## config.mk

```make
export PLATFORM = sky130hd
export DESIGN_NAME = key_schedule
export DESIGN_NICKNAME = d
export VERILOG_FILES = /design/src/rtl/simon_pkg.sv /design/src/rtl/key_step_comb.sv /design/src/rtl/key_schedule.sv
export SDC_FILE = /design/constraint.sdc
export NUM_CORES = 1
export LEC_CHECK = 0
export CAP_MARGIN = 20
export CORE_MARGIN = 1.5
export CORE_UTILIZATION = 35
export DETAILED_ROUTE_END_ITERATION = 16
export GPL_TIMING_DRIVEN = 0
export PLACE_DENSITY_LB_ADDON = 0.08
export SYNTH_ARGS = -nofsm -noshare
export SYNTH_HDL_FRONTEND = slang
export SYNTH_SLANG_ARGS = --single-unit
```

## constraint.sdc

```tcl
create_clock -name clk -period 2.7 [get_ports clk]
set_clock_uncertainty 0.15 [all_clocks]
set_input_delay 0.54 -clock clk [delete_from_list [all_inputs] [get_ports clk]]
set_output_delay 0.54 -clock clk [all_outputs]
set_load 0.05 [all_outputs]
```

## src/rtl/simon_pkg.sv

```systemverilog
// Shared SIMON constants, types and helpers.
// Round constant, z-sequences and word rotation.
package simon_pkg;

    localparam int unsigned SIMON_W     = 32;
    localparam int unsigned SIMON_ZLEN  = 62;
    localparam int unsigned SIMON_M     = 3;
    localparam int unsigned SIMON_ROUNDS = 42;

    typedef logic [SIMON_W-1:0]    word_t;
    typedef logic [SIMON_ZLEN-1:0] zseq_t;
    typedef logic [5:0]            zidx_t;

    localparam word_t SIMON_C = 32'hFFFF_FFFC;

    // Element 0 of each sequence is the MSB.
    localparam zseq_t Z0 =
        62'b11111010001001010110000111001101111101000100101011000011100110;
    localparam zseq_t Z1 =
        62'b10001110111110010011000010110101000111011111001001100001011010;
    localparam zseq_t Z2 =
        62'b10101111011100000011010010011000101000010001111110010110110011;
    localparam zseq_t Z3 =
        62'b11011011101011000110010111100000010010001010011100110100001111;
    localparam zseq_t Z4 =
        62'b11010001111001101011011000100000010111000011001010010011101111;

    typedef struct packed {
        logic  valid;
        word_t k;
    } step_out_t;

    function automatic word_t ror(input word_t x, input int unsigned r);
        int unsigned s;
        s = r % SIMON_W;
        if (s == 0) return x;
        return (x >> s) | (x << (SIMON_W - s));
    endfunction

endpackage

```

## src/rtl/key_step_comb.sv

```systemverilog
// Combinational SIMON key-expansion step.
// Produces k[i] from k[i-m], k[i-1], k[i-3], c and one z bit.
module key_step_comb
    import simon_pkg::*;
#(
    parameter int unsigned WORD_W = 32,
    parameter int unsigned M      = 3,
    parameter int unsigned Z_LEN  = 62
) (
    input  logic [WORD_W-1:0] c,
    input  logic [Z_LEN-1:0]  z_seq,
    input  logic [5:0]        z_idx,
    input  logic [WORD_W-1:0] k_im,
    input  logic [WORD_W-1:0] k_im1,
    input  logic [WORD_W-1:0] k_im3,
    output logic [WORD_W-1:0] k_next,
    output logic              z_bad
);

    localparam logic [5:0] ZMAX = 6'(Z_LEN - 1);
    localparam bit         USE3 = (M == 4);

    logic [WORD_W-1:0] r3;
    logic [WORD_W-1:0] t0;
    logic [WORD_W-1:0] t1;
    logic [WORD_W-1:0] zw;
    logic [5:0]        zpos;
    logic              zb;

    assign r3 = {k_im1[2:0], k_im1[WORD_W-1:3]};
    assign t0 = r3 ^ (USE3 ? k_im3 : '0);
    assign t1 = t0 ^ {t0[0], t0[WORD_W-1:1]};

    // Out-of-range positions contribute a zero z bit.
    assign z_bad = (z_idx > ZMAX);
    assign zpos  = ZMAX - z_idx;
    assign zb    = z_bad ? 1'b0 : z_seq[zpos];
    assign zw    = {{(WORD_W-1){1'b0}}, zb};

    assign k_next = c ^ zw ^ k_im ^ t1;

endmodule

```

## src/rtl/key_schedule.sv

```systemverilog
// One registered SIMON key-expansion step.
// Accepts a step every cycle, result one cycle later.
module key_schedule
    import simon_pkg::*;
#(
    parameter int unsigned WORD_W = 32,
    parameter int unsigned M      = 3,
    parameter int unsigned Z_LEN  = 62
) (
    input  logic              clk,
    input  logic              rst_n,
    input  logic              in_valid,
    input  logic [WORD_W-1:0] c,
    input  logic [Z_LEN-1:0]  z_seq,
    input  logic [5:0]        z_idx,
    input  logic [WORD_W-1:0] k_im,
    input  logic [WORD_W-1:0] k_im1,
    input  logic [WORD_W-1:0] k_im3,
    output logic              out_valid,
    output logic [WORD_W-1:0] k_out
);

    logic [WORD_W-1:0] next_k;
    logic              z_bad;
    logic [WORD_W-1:0] k_d;
    logic [WORD_W-1:0] k_q;
    logic              v_d;
    logic              v_q;

    key_step_comb #(
        .WORD_W (WORD_W),
        .M      (M),
        .Z_LEN  (Z_LEN)
    ) u_step (
        .c      (c),
        .z_seq  (z_seq),
        .z_idx  (z_idx),
        .k_im   (k_im),
        .k_im1  (k_im1),
        .k_im3  (k_im3),
        .k_next (next_k),
        .z_bad  (z_bad)
    );

    // Key holds its last value while idle.
    always_comb begin
        k_d = k_q;
        v_d = in_valid;
        if (in_valid) k_d = next_k;
    end

    always_ff @(posedge clk or negedge rst_n) begin
        if (!rst_n) begin
            k_q <= '0;
            v_q <= 1'b0;
        end else begin
            k_q <= k_d;
            v_q <= v_d;
        end
    end

    assign k_out     = k_q;
    assign out_valid = v_q;

    always_ff @(posedge clk) begin
        if (rst_n && in_valid) begin
            assert (!z_bad)
            else $warning("key_schedule: z_idx %0d out of range", z_idx);
        end
    end

endmodule

```

==> results of run 1 <==
==> what timing repair did <==
item,4_1_cts,5_1_grt
hold buffers,0,0
pin swaps,0,0
resized for setup,6,3
hold endpoints to repair,0,0
setup endpoints to repair,1,1
==> placed cells by master (no fill, tap or decap), drive strengths merged, types with 3 or more instances in the layout <==
cell type / count
a22oi: 4
xnor2: 98
nand2: 6
clkdlybuf4s50: 195
mux2i: 10
mux4: 9
dfrtp: 33
nand3: 3
a21oi: 36
clkbuf: 10
nor2b: 4
mux2: 5
nor2: 36
buf: 9
==> registers in the layout, indices dropped and copies added (netlist names) <==
name / cells
k_out: 32
out_valid: 1
==> cells by family (layout without fill, tap and decap cells) <==
family,Yosys count,after routing,synth area share [%]
XOR/XNOR,98,98,32.9
AND/OR/NAND/NOR,53,53,8.57
AO/OA/AOI/OAI,50,50,11.3
flip-flops,33,33,30.7
buffers and inverters,12,219,2.33
multiplexers,24,24,13.6
adder cells (fa/ha/maj),1,1,0.466
==> cell type report <==
class | count | share of cell area (%)
repair buffers | 199 | 40.1
multi-input cells | 226 | 36.9
flip-flops and latches | 33 | 16.7
well taps | 99 | 2.51
clock buffers | 6 | 1.67
plain buffers | 11 | 1.32
clock inverters | 2 | 0.760
inverters | 1 | 0.0760
==> through the flow <==
step           instances  worst slack, ps  utilization, %
6_report             577             81.8            67.4
5_1_grt              577             14.5            67.4
4_1_cts              577             45.0            67.3
3_5_place_dp         569             -629            65.4
3_3_place_gp         569             -629            65.5
2_1_floorplan        271              120               -
==> routing by layer <==
layer / global-route usage [%] / up-vias
li1: - / 1337
met3: 5.72 / 11
met4: 5.95 / 0
met5: 0 / -
met2: 36.5 / 118
met1: 21.9 / 1226
==> how the worst min path moves through the flow <==
stage / cells past startpoint / slack (ps) / to / from
after global routing: 1 / 230 / k_out[21]$_DFFE_PN0P_ / rst_n
after floorplan: 0 / 90 / k_out[0]$_DFFE_PN0P_ / rst_n
after CTS: 1 / 190 / k_out[22]$_DFFE_PN0P_ / rst_n
final: 1 / 170 / k_out[22]$_DFFE_PN0P_ / rst_n
after global placement: 2 / 350 / k_out[7]$_DFFE_PN0P_ / k_out[7]$_DFFE_PN0P_
after detailed placement: 2 / 360 / k_out[8]$_DFFE_PN0P_ / k_out[8]$_DFFE_PN0P_
==> power breakdown <==
group / total [W] / internal (W) / switching (W)
Sequential: 0.000633 / 0.000585 / 0.0000477
Clock: 0.000485 / 0.000300 / 0.000185
Combinational: 0.00124 / 0.000596 / 0.000640
==> metrics.txt, run 1 <==
status finished clean; Worst R2R End k_out[0]$_DFFE_PN0P_; CTS Buf Count 5; die area approximately 8000 um2; metal2 WL ~4300 um; pwr/cell area 476 nW/um2; largest net degree at the start of global routing 34; via count 2692; Clk Latency, worst-skew pair 280 ps; Critical Path RT 2710 ps; RSZ-0062 raised after global routing false; H-tree depth 2; Final period util 97.0%; met1 WL 3040 um; Top FF cell, synth dfrtp_1; Reg2Reg Launch Point k_out[0]$_DFFE_PN0P_; Worst Setup SP z_idx[1]; grt total ovfl 0; Initial Utilization between 30% and 40%; Detailed Route Iter0 Violations 99; Antenna Cells 0; final hold slack 169 ps; worst path bufs/invs 2; row count 31; Avg WL per Cell 14.0 um; routed wire length 8090 um; WS Path Type input pin to flip-flop; number of global-route vias before repair 2764; sequential cell area 826 um2; post-CTS setup buffers 0; routed length on met3 666 um; sequential-to-total area share from yosys stat a little under a third; CP max-delay cell a2111oi_4; Area after DPL 4800 um2; Global Route Usage Sum 19.8%; static leakage 1.81 nW; crit-path max cell delay about 320 ps; CTS tree done; first-pass iteration count of the detailed router 4; Commonest cells post-synth xnor2_1, nor2_1, a21oi_1, dfrtp_1, mux2i_1; Final Net Count 677; max_cap viols 0; first-pass GRT wire length 13000 um; Avg Cell Area, Syn about 9.9 um2; mapped cell area 2690 um2; Critical Path AT 2630 ps; Synth Instances 271; Final Max Slew Viols 0; ANT nets after route 0; crit path to k_out[0]$_DFFE_PN0P_; Max VDD drop 0.253 mV; count leader, synth xnor2_1; DR top layer met4; synth unique cells 35; cell taking the most area after synthesis xnor2_1; flop2flop setup slack 1670 ps; #FFs+latches synth 33; Clock transition at path regs about 70 ps; crit path capture type flip-flop; core area 7330 um2; initial antenna violation count 0; routability cong. 0.748; Hold Path Class input pin to asynchronous set/reset pin; CP delay by family, top compound AO/OA/AOI/OAI gates; Power Total about 0.0024 W; share of the synthesized area in the top cell type 31.3%; endpoints failing hold 0; syn_nets 471; chip height 90.6 um; buffer levels on the longest clock path 2; share of post-route cells with drive strength above 1 6.49%; fin area 4940 um2; max frequency 382 MHz; CTS root buf clkbuf_8; worst-path fanout max 10; die width 90.6 um; filler instances 612; Total Neg Setup Slack 0 ps; worst-margin pin slew 744 ps; area grow syn2layout 83.9%; number of port buffers 199; worst path cell trace dlygate4sd2_1 > ha_4 > buf_6 > mux4_2 > and2_1 > a2111oi_4 > a31oi_1 > nand3_2 > a21oi_2 > a311o_1; Yosys Warn Count 0; endpoints failing setup 0; Tmin final about 2600 ps; Post-DP HPWL roughly 6800 um; R2R cell count 2; Remaining DRCs 0; Worst Setup Start Kind input pin; Async S/R FF share, synth 100%; Multi-input gate area 1820 um2; Slew headroom roughly half; CTS sink cnt 33; Vias per Instance 4.67; number of enable flip-flop cells after synthesis 0; critical path depth 10; synth top area cells xnor2_1, dfrtp_1, a21oi_1, mux4_2, nor2_1; I/O pin count 232
Note: power is estimated with default switching activity, not from simulation.
==> inputs of run 2 (changes only) <==
- REMOVE_ABC_BUFFERS: not set -> 1
==> metrics.txt, run 2 (synthesis gave the netlist of run 1 again) <==
CTS tree done (unchanged); most frequent cells in the layout clkdlybuf4s50_1, xnor2_1, nor2_1 (unchanged); worst path bufs/invs 2 (unchanged); pwr/cell area 476 nW/um2 (about the same); I/O pin count 232 (unchanged); CP delay by family, top compound AO/OA/AOI/OAI gates (unchanged); static leakage 1.81 nW (about the same); filler instances 596 (was 612); Critical Path AT 2580 ps (was 2630 ps); Final Max Slew Viols 0 (unchanged); Clock transition at path regs 70 ps (about the same); Psw 0.000856 W (was 0.000873 W); max_cap viols 0 (unchanged); P_int 0.00148 W (about the same); Slew headroom 50.2% (was 50.4%); Flop pwr share 27.0% (was 26.9%); R2R cell count 2 (unchanged); H-tree depth 2 (unchanged); endpoints failing setup 0 (unchanged); crit path capture type flip-flop (unchanged); share of post-route cells with drive strength above 1 6.99% (was 6.49%); final core occ 67.1% (was 67.4%); core area 7330 um2 (unchanged); CP max-delay cell mux4_2 (was a2111oi_4); Multi-input gate area 1810 um2 (was 1820 um2); RSZ-0062 raised after global routing false (unchanged); crit-path max cell delay 490 ps (was 320 ps); Worst Setup SP z_idx[0] (was z_idx[1]); GR Util met2 33.1% (was 36.5%); CTS root buf clkbuf_8 (unchanged); Global Route Usage Sum 18.9% (was 19.8%); number of global-route vias before repair 2688 (was 2764); Reg2Reg Launch Point k_out[0]$_DFFE_PN0P_ (unchanged); worst-margin pin slew 747 ps (was 744 ps); buffer levels on the longest clock path 2 (unchanged); Hold Path Class input pin to asynchronous set/reset pin (unchanged); row count 31 (unchanged); worst path cell trace buf_2 > buf_16 > mux4_2 > and2_1 > a2111oi_2 > a31oi_1 > nand3_2 > a21oi_2 > a311o_1 (was dlygate4sd2_1 > ha_4 > buf_6 > mux4_2 > and2_1 > a2111oi_4 > a31oi_1 > nand3_2 > a21oi_2 > a311o_1); grt met3 use 6.48% (was 5.72%); CTS Buf Count 5 (unchanged); M1 GR Usage 21.1% (was 21.9%); switching share of power 36.6% (was 37.1%); CTS sink cnt 33 (unchanged); endpoints failing hold 0 (unchanged); Largest register FFs 32 (unchanged); initial antenna violation count 0 (unchanged); status finished clean (unchanged); worst-path fanout max 12 (was 10); Max VDD drop 0.312 mV (was 0.253 mV); ANT nets after route 0 (unchanged); chip height 90.6 um (unchanged); Avg WL per Cell 13.3 um (was 14.0 um); Final Net Count 671 (was 677); Detailed Route Iter0 Violations 58 (was 99); combinational power share 52.3% (was 52.5%); Final period util 94.7% (was 97.0%); Vias per Instance 4.68 (was 4.67); area grow syn2layout 83.2% (was 83.9%); Worst Setup Start Kind input pin (unchanged); commonest non-fill, non-tap cell in the layout clkdlybuf4s50_1 (unchanged); critical path depth 9 (was 10); number of port buffers 199 (unchanged); CTS Hold Bufs 0 (unchanged); Antenna Cells 0 (unchanged); largest net degree at the start of global routing 53 (was 34); first-pass GRT wire length 12400 um (was 13000 um); routability cong. 0.755 (was 0.748); Initial Utilization 36.6% (unchanged); Clk Latency, worst-skew pair 280 ps (about the same); Tmin final 2560 ps (was 2620 ps); final hold slack 160 ps (was 169 ps); Remaining DRCs 0 (unchanged); die area 8210 um2 (unchanged); Clock power frac 20.7% (was 20.6%); sequential cell area 826 um2 (unchanged); busiest grt layer met2 (unchanged); grt total ovfl 0 (unchanged); Post-DP HPWL 6260 um (was 6790 um); Critical Path RT 2720 ps (was 2710 ps); die width 90.6 um (unchanged); first-pass iteration count of the detailed router 4 (unchanged); routed wire length 7610 um (was 8090 um); via count 2672 (was 2692); max frequency 391 MHz (was 382 MHz); WS Path Type input pin to flip-flop (unchanged)
-- run 2: area by class of cell --
| class | instances | area share (%) |
|---|---|---|
| clock buffers | 7 | 1.75 |
| clock inverters | 1 | 0.610 |
| inverters | 1 | 0.0763 |
| multi-input cells | 226 | 36.8 |
| flip-flops and latches | 33 | 16.8 |
| well taps | 99 | 2.52 |
| repair buffers | 204 | 41.5 |
-- run 2: metal layers --
| metal | vias to the layer above | routed length (um) |
|---|---|---|
| li1 | 1334 | - |
| met1 | 1204 | 2890 |
| met2 | 117 | 3860 |
| met3 | 17 | 679 |
| met4 | 0 | 180 |
| met5 | - | 0 |
-- run 2: final timing paths --
path	endpoint	slack (ps)
worst min-delay path	k_out[3]$_DFFE_PN0P_	160
worst max register to register	k_out[0]$_DFFE_PN0P_	1660
worst max-delay path	k_out[0]$_DFFE_PN0P_	140
worst min register to register	k_out[23]$_DFFE_PN0P_	370
max in group asynchronous	k_out[23]$_DFFE_PN0P_	1750
min in group clk	k_out[23]$_DFFE_PN0P_	370
-- run 2: timing repair --
item	4_1_cts	5_1_grt
buffers inserted	3	0
setup endpoints to repair	1	1
gates resized for setup	9	2
pin swaps	1	0
-- run 2: power by group through the flow --
stage	Clock [W]	Combinational, W	Sequential (W)
after floorplan	0	0.000350	0.000966
after global placement	0	0.00121	0.000638
after detailed placement	0	0.00122	0.000641
after CTS	0.000496	0.00124	0.000633
after global routing	0.000524	0.00130	0.000645
final	0.000484	0.00122	0.000632
-- run 2: metrics by stage --
stage | setup TNS (ps) | total power [W] | setup slack, ps | instance area, um2 | std cells
after global placement | -12140 | 0.00185 | -1110 | 4740 | 558
after floorplan | 0 | 0.00132 | 106 | 2630 | 260
after CTS | 0 | 0.00237 | 43.7 | 4920 | 571
final | 0 | 0.00234 | 144 | 4920 | 571
after global routing | 0 | 0.00247 | 32.1 | 4920 | 571
after detailed placement | -882 | 0.00186 | -882 | 4780 | 560
==> inputs of run 3 (changes only) <==
==> constraint.sdc (replaced) <==
create_clock -name clk -period 2.7 [get_ports clk]
set_clock_uncertainty 0.15 [all_clocks]
set_input_delay 0.81 -clock clk [delete_from_list [all_inputs] [get_ports clk]]
set_output_delay 0.81 -clock clk [all_outputs]
set_load 0.05 [all_outputs]
==> metrics.txt, run 3 (synthesis gave the netlist of run 1 again) <==
status finished clean (unchanged); hold endpoint k_out[23]$_DFFE_PN0P_; Slew headroom 50.3% (was 50.2%); core area 7330 um2 (unchanged); flop2flop setup slack 1660 ps (about the same); endpoints failing hold 0 (unchanged); Initial Utilization 36.6% (unchanged); Clock transition at path regs 70 ps (about the same); initial antenna violation count 0 (unchanged); largest net degree at the start of global routing 53 (unchanged); crit-path max cell delay 470 ps (was 490 ps); die width 90.6 um (unchanged); hold depth 2; commonest non-fill, non-tap cell in the layout clkdlybuf4s50_1 (unchanged); hold_sp k_out[23]$_DFFE_PN0P_; H-tree depth 2 (unchanged); max frequency 382 MHz (was 391 MHz); worst-path fanout max 2 (was 12); Placed Instances 560 (unchanged); CP max-delay cell mux4_2 (unchanged); number of global-route vias before repair 2678 (was 2688); worst path bufs/invs 1 (was 2); Remaining DRCs 0 (unchanged); first-pass iteration count of the detailed router 4 (unchanged); endpoints failing setup 0 (unchanged); buffer levels on the longest clock path 2 (unchanged); Final period util 96.9% (was 94.7%); routability cong. 0.755 (unchanged); Vias per Instance 4.67 (was 4.68); I/O pin count 232 (unchanged); Worst Setup Start Kind input pin (unchanged); R2R cell count 2 (unchanged); post-route setup slack 84.4 ps (was 144 ps); Critical Path AT 2640 ps (was 2580 ps); Worst R2R End k_out[0]$_DFFE_PN0P_ (unchanged); Hold Path Class flip-flop to flip-flop (was input pin to asynchronous set/reset pin); CTS tree done (unchanged); Avg WL per Cell 13.4 um (was 13.3 um); grt total ovfl 0 (unchanged); CTS Hold Bufs 0 (unchanged); Critical Path RT 2720 ps (about the same); Global Route Usage Sum 18.8% (was 18.9%); RSZ-0062 raised after global routing false (unchanged); area grow syn2layout 83.3% (was 83.2%); Non-Filler Instances 571 (unchanged); worst path cell trace clkdlybuf4s50_1 > mux4_2 > a2111oi_2 > a31oi_1 > nand3_2 > a21oi_2 > a311o_1 (was buf_2 > buf_16 > mux4_2 > and2_1 > a2111oi_2 > a31oi_1 > nand3_2 > a21oi_2 > a311o_1); Tmin final 2620 ps (was 2560 ps); Setup WS pre-CTS -1150 ps (was -882 ps); CTS Buf Count 5 (unchanged); row count 31 (unchanged); CP delay by family, top compound AO/OA/AOI/OAI gates (unchanged); Post-DP HPWL 6260 um (unchanged); ANT nets after route 0 (unchanged); Total Neg Setup Slack 0 ps (unchanged); crit path capture type flip-flop (unchanged); Max VDD drop 0.312 mV (about the same); via count 2666 (was 2672); pwr/cell area 475 nW/um2 (was 476 nW/um2); Power Total 0.00234 W (about the same); worst-margin pin slew 746 ps (was 747 ps); number of port buffers 199 (unchanged); chip height 90.6 um (unchanged); Clk Latency, worst-skew pair 280 ps (about the same); most frequent cells in the layout clkdlybuf4s50_1, xnor2_1, nor2_1 (unchanged); Detailed Route Iter0 Violations 56 (was 58); filler instances 599 (was 596); Final Max Slew Viols 0 (unchanged); routed wire length 7620 um (was 7610 um); Reg2Reg Launch Point k_out[0]$_DFFE_PN0P_ (unchanged); Antenna Cells 0 (unchanged); Final Net Count 671 (unchanged); Largest register FFs 32 (unchanged); die area 8210 um2 (unchanged); CTS sink cnt 33 (unchanged); static leakage 1.81 nW (about the same); CTS root buf clkbuf_8 (unchanged); WS Path Type input pin to flip-flop (unchanged); share of post-route cells with drive strength above 1 7.42% (was 6.99%); max_cap viols 0 (unchanged); first-pass GRT wire length 12400 um (about the same)
==> run 3: cell types whose count changed in the layout (fill, tap and decap cells not counted), sizes merged <==
cell | previous run | this run
clkbuf | 8 | 7
buf | 8 | 10
clkdlybuf4s50 | 194 | 193
==> run 3: layout make-up <==
cell class	instances	area [um2]	area share [%]
clock inverters	1	30.0	0.610
inverters	1	3.75	0.0762
multi-input cells	226	1810	36.8
well taps	99	124	2.52
flip-flops and latches	33	826	16.8
repair buffers	204	2040	41.5
clock buffers	7	86.3	1.75
==> run 3: repair_timing <==
action	4_1_cts	5_1_grt
setup buffers	3	0
pin swaps	4	2
resized for setup	18	2
endpoints found under the setup margin	1	1
==> run 3: worst max path at each step <==
stage               startpoint                   end  cells past startpoint
floorplan             z_idx[1]  k_out[0]$_DFFE_PN0P_                      8
global placement      z_idx[0]  k_out[0]$_DFFE_PN0P_                      8
detailed placement    z_idx[1]  k_out[0]$_DFFE_PN0P_                      9
CTS                   z_idx[2]  k_out[0]$_DFFE_PN0P_                      9
global route          z_idx[1]  k_out[0]$_DFFE_PN0P_                     10
finish               z_seq[20]  k_out[0]$_DFFE_PN0P_                      7
==> run 3: tightest hold or removal path: cells and delay by family (launching register included) <==
kind | cells | cell delay (ps)
DFF | 1 | 340
and+or+nand+nor | 1 | 40
AOI/OAI and AO/OA | 1 | 100
==> run 3: per-stage QoR <==
stage          hold WS [ps]  util [%]  area [um2]
6_report                368      67.2        4920
5_1_grt                 402      67.2        4920
4_1_cts                 376      67.2        4930
3_5_place_dp            361      65.2        4780
3_3_place_gp            353      64.7        4740
2_1_floorplan           364         -        2630
==> run 3: per-layer routing <==
layer / track usage, % / part of all wire (%) / routed length (um) / vias to the layer above
li1: - / - / - / 1333
met1: 21.0 / 38 / 2910 / 1207
met2: 33.1 / 51 / 3870 / 109
met3: 6.48 / 8.6 / 657 / 17
met4: 6.35 / 2.4 / 180 / 0
met5: 0 / 0 / 0 / -
==> run 3: report_power, final <==
group / leakage (nW) / internal [W] / total, W / switching, W
sequential: 0.369 / 0.000585 / 0.000632 / 0.0000469
combinational: 1.39 / 0.000599 / 0.00123 / 0.000626
clock: 0.0585 / 0.000301 / 0.000484 / 0.000183
total: 1.81 / 0.00149 / 0.00234 / 0.000856
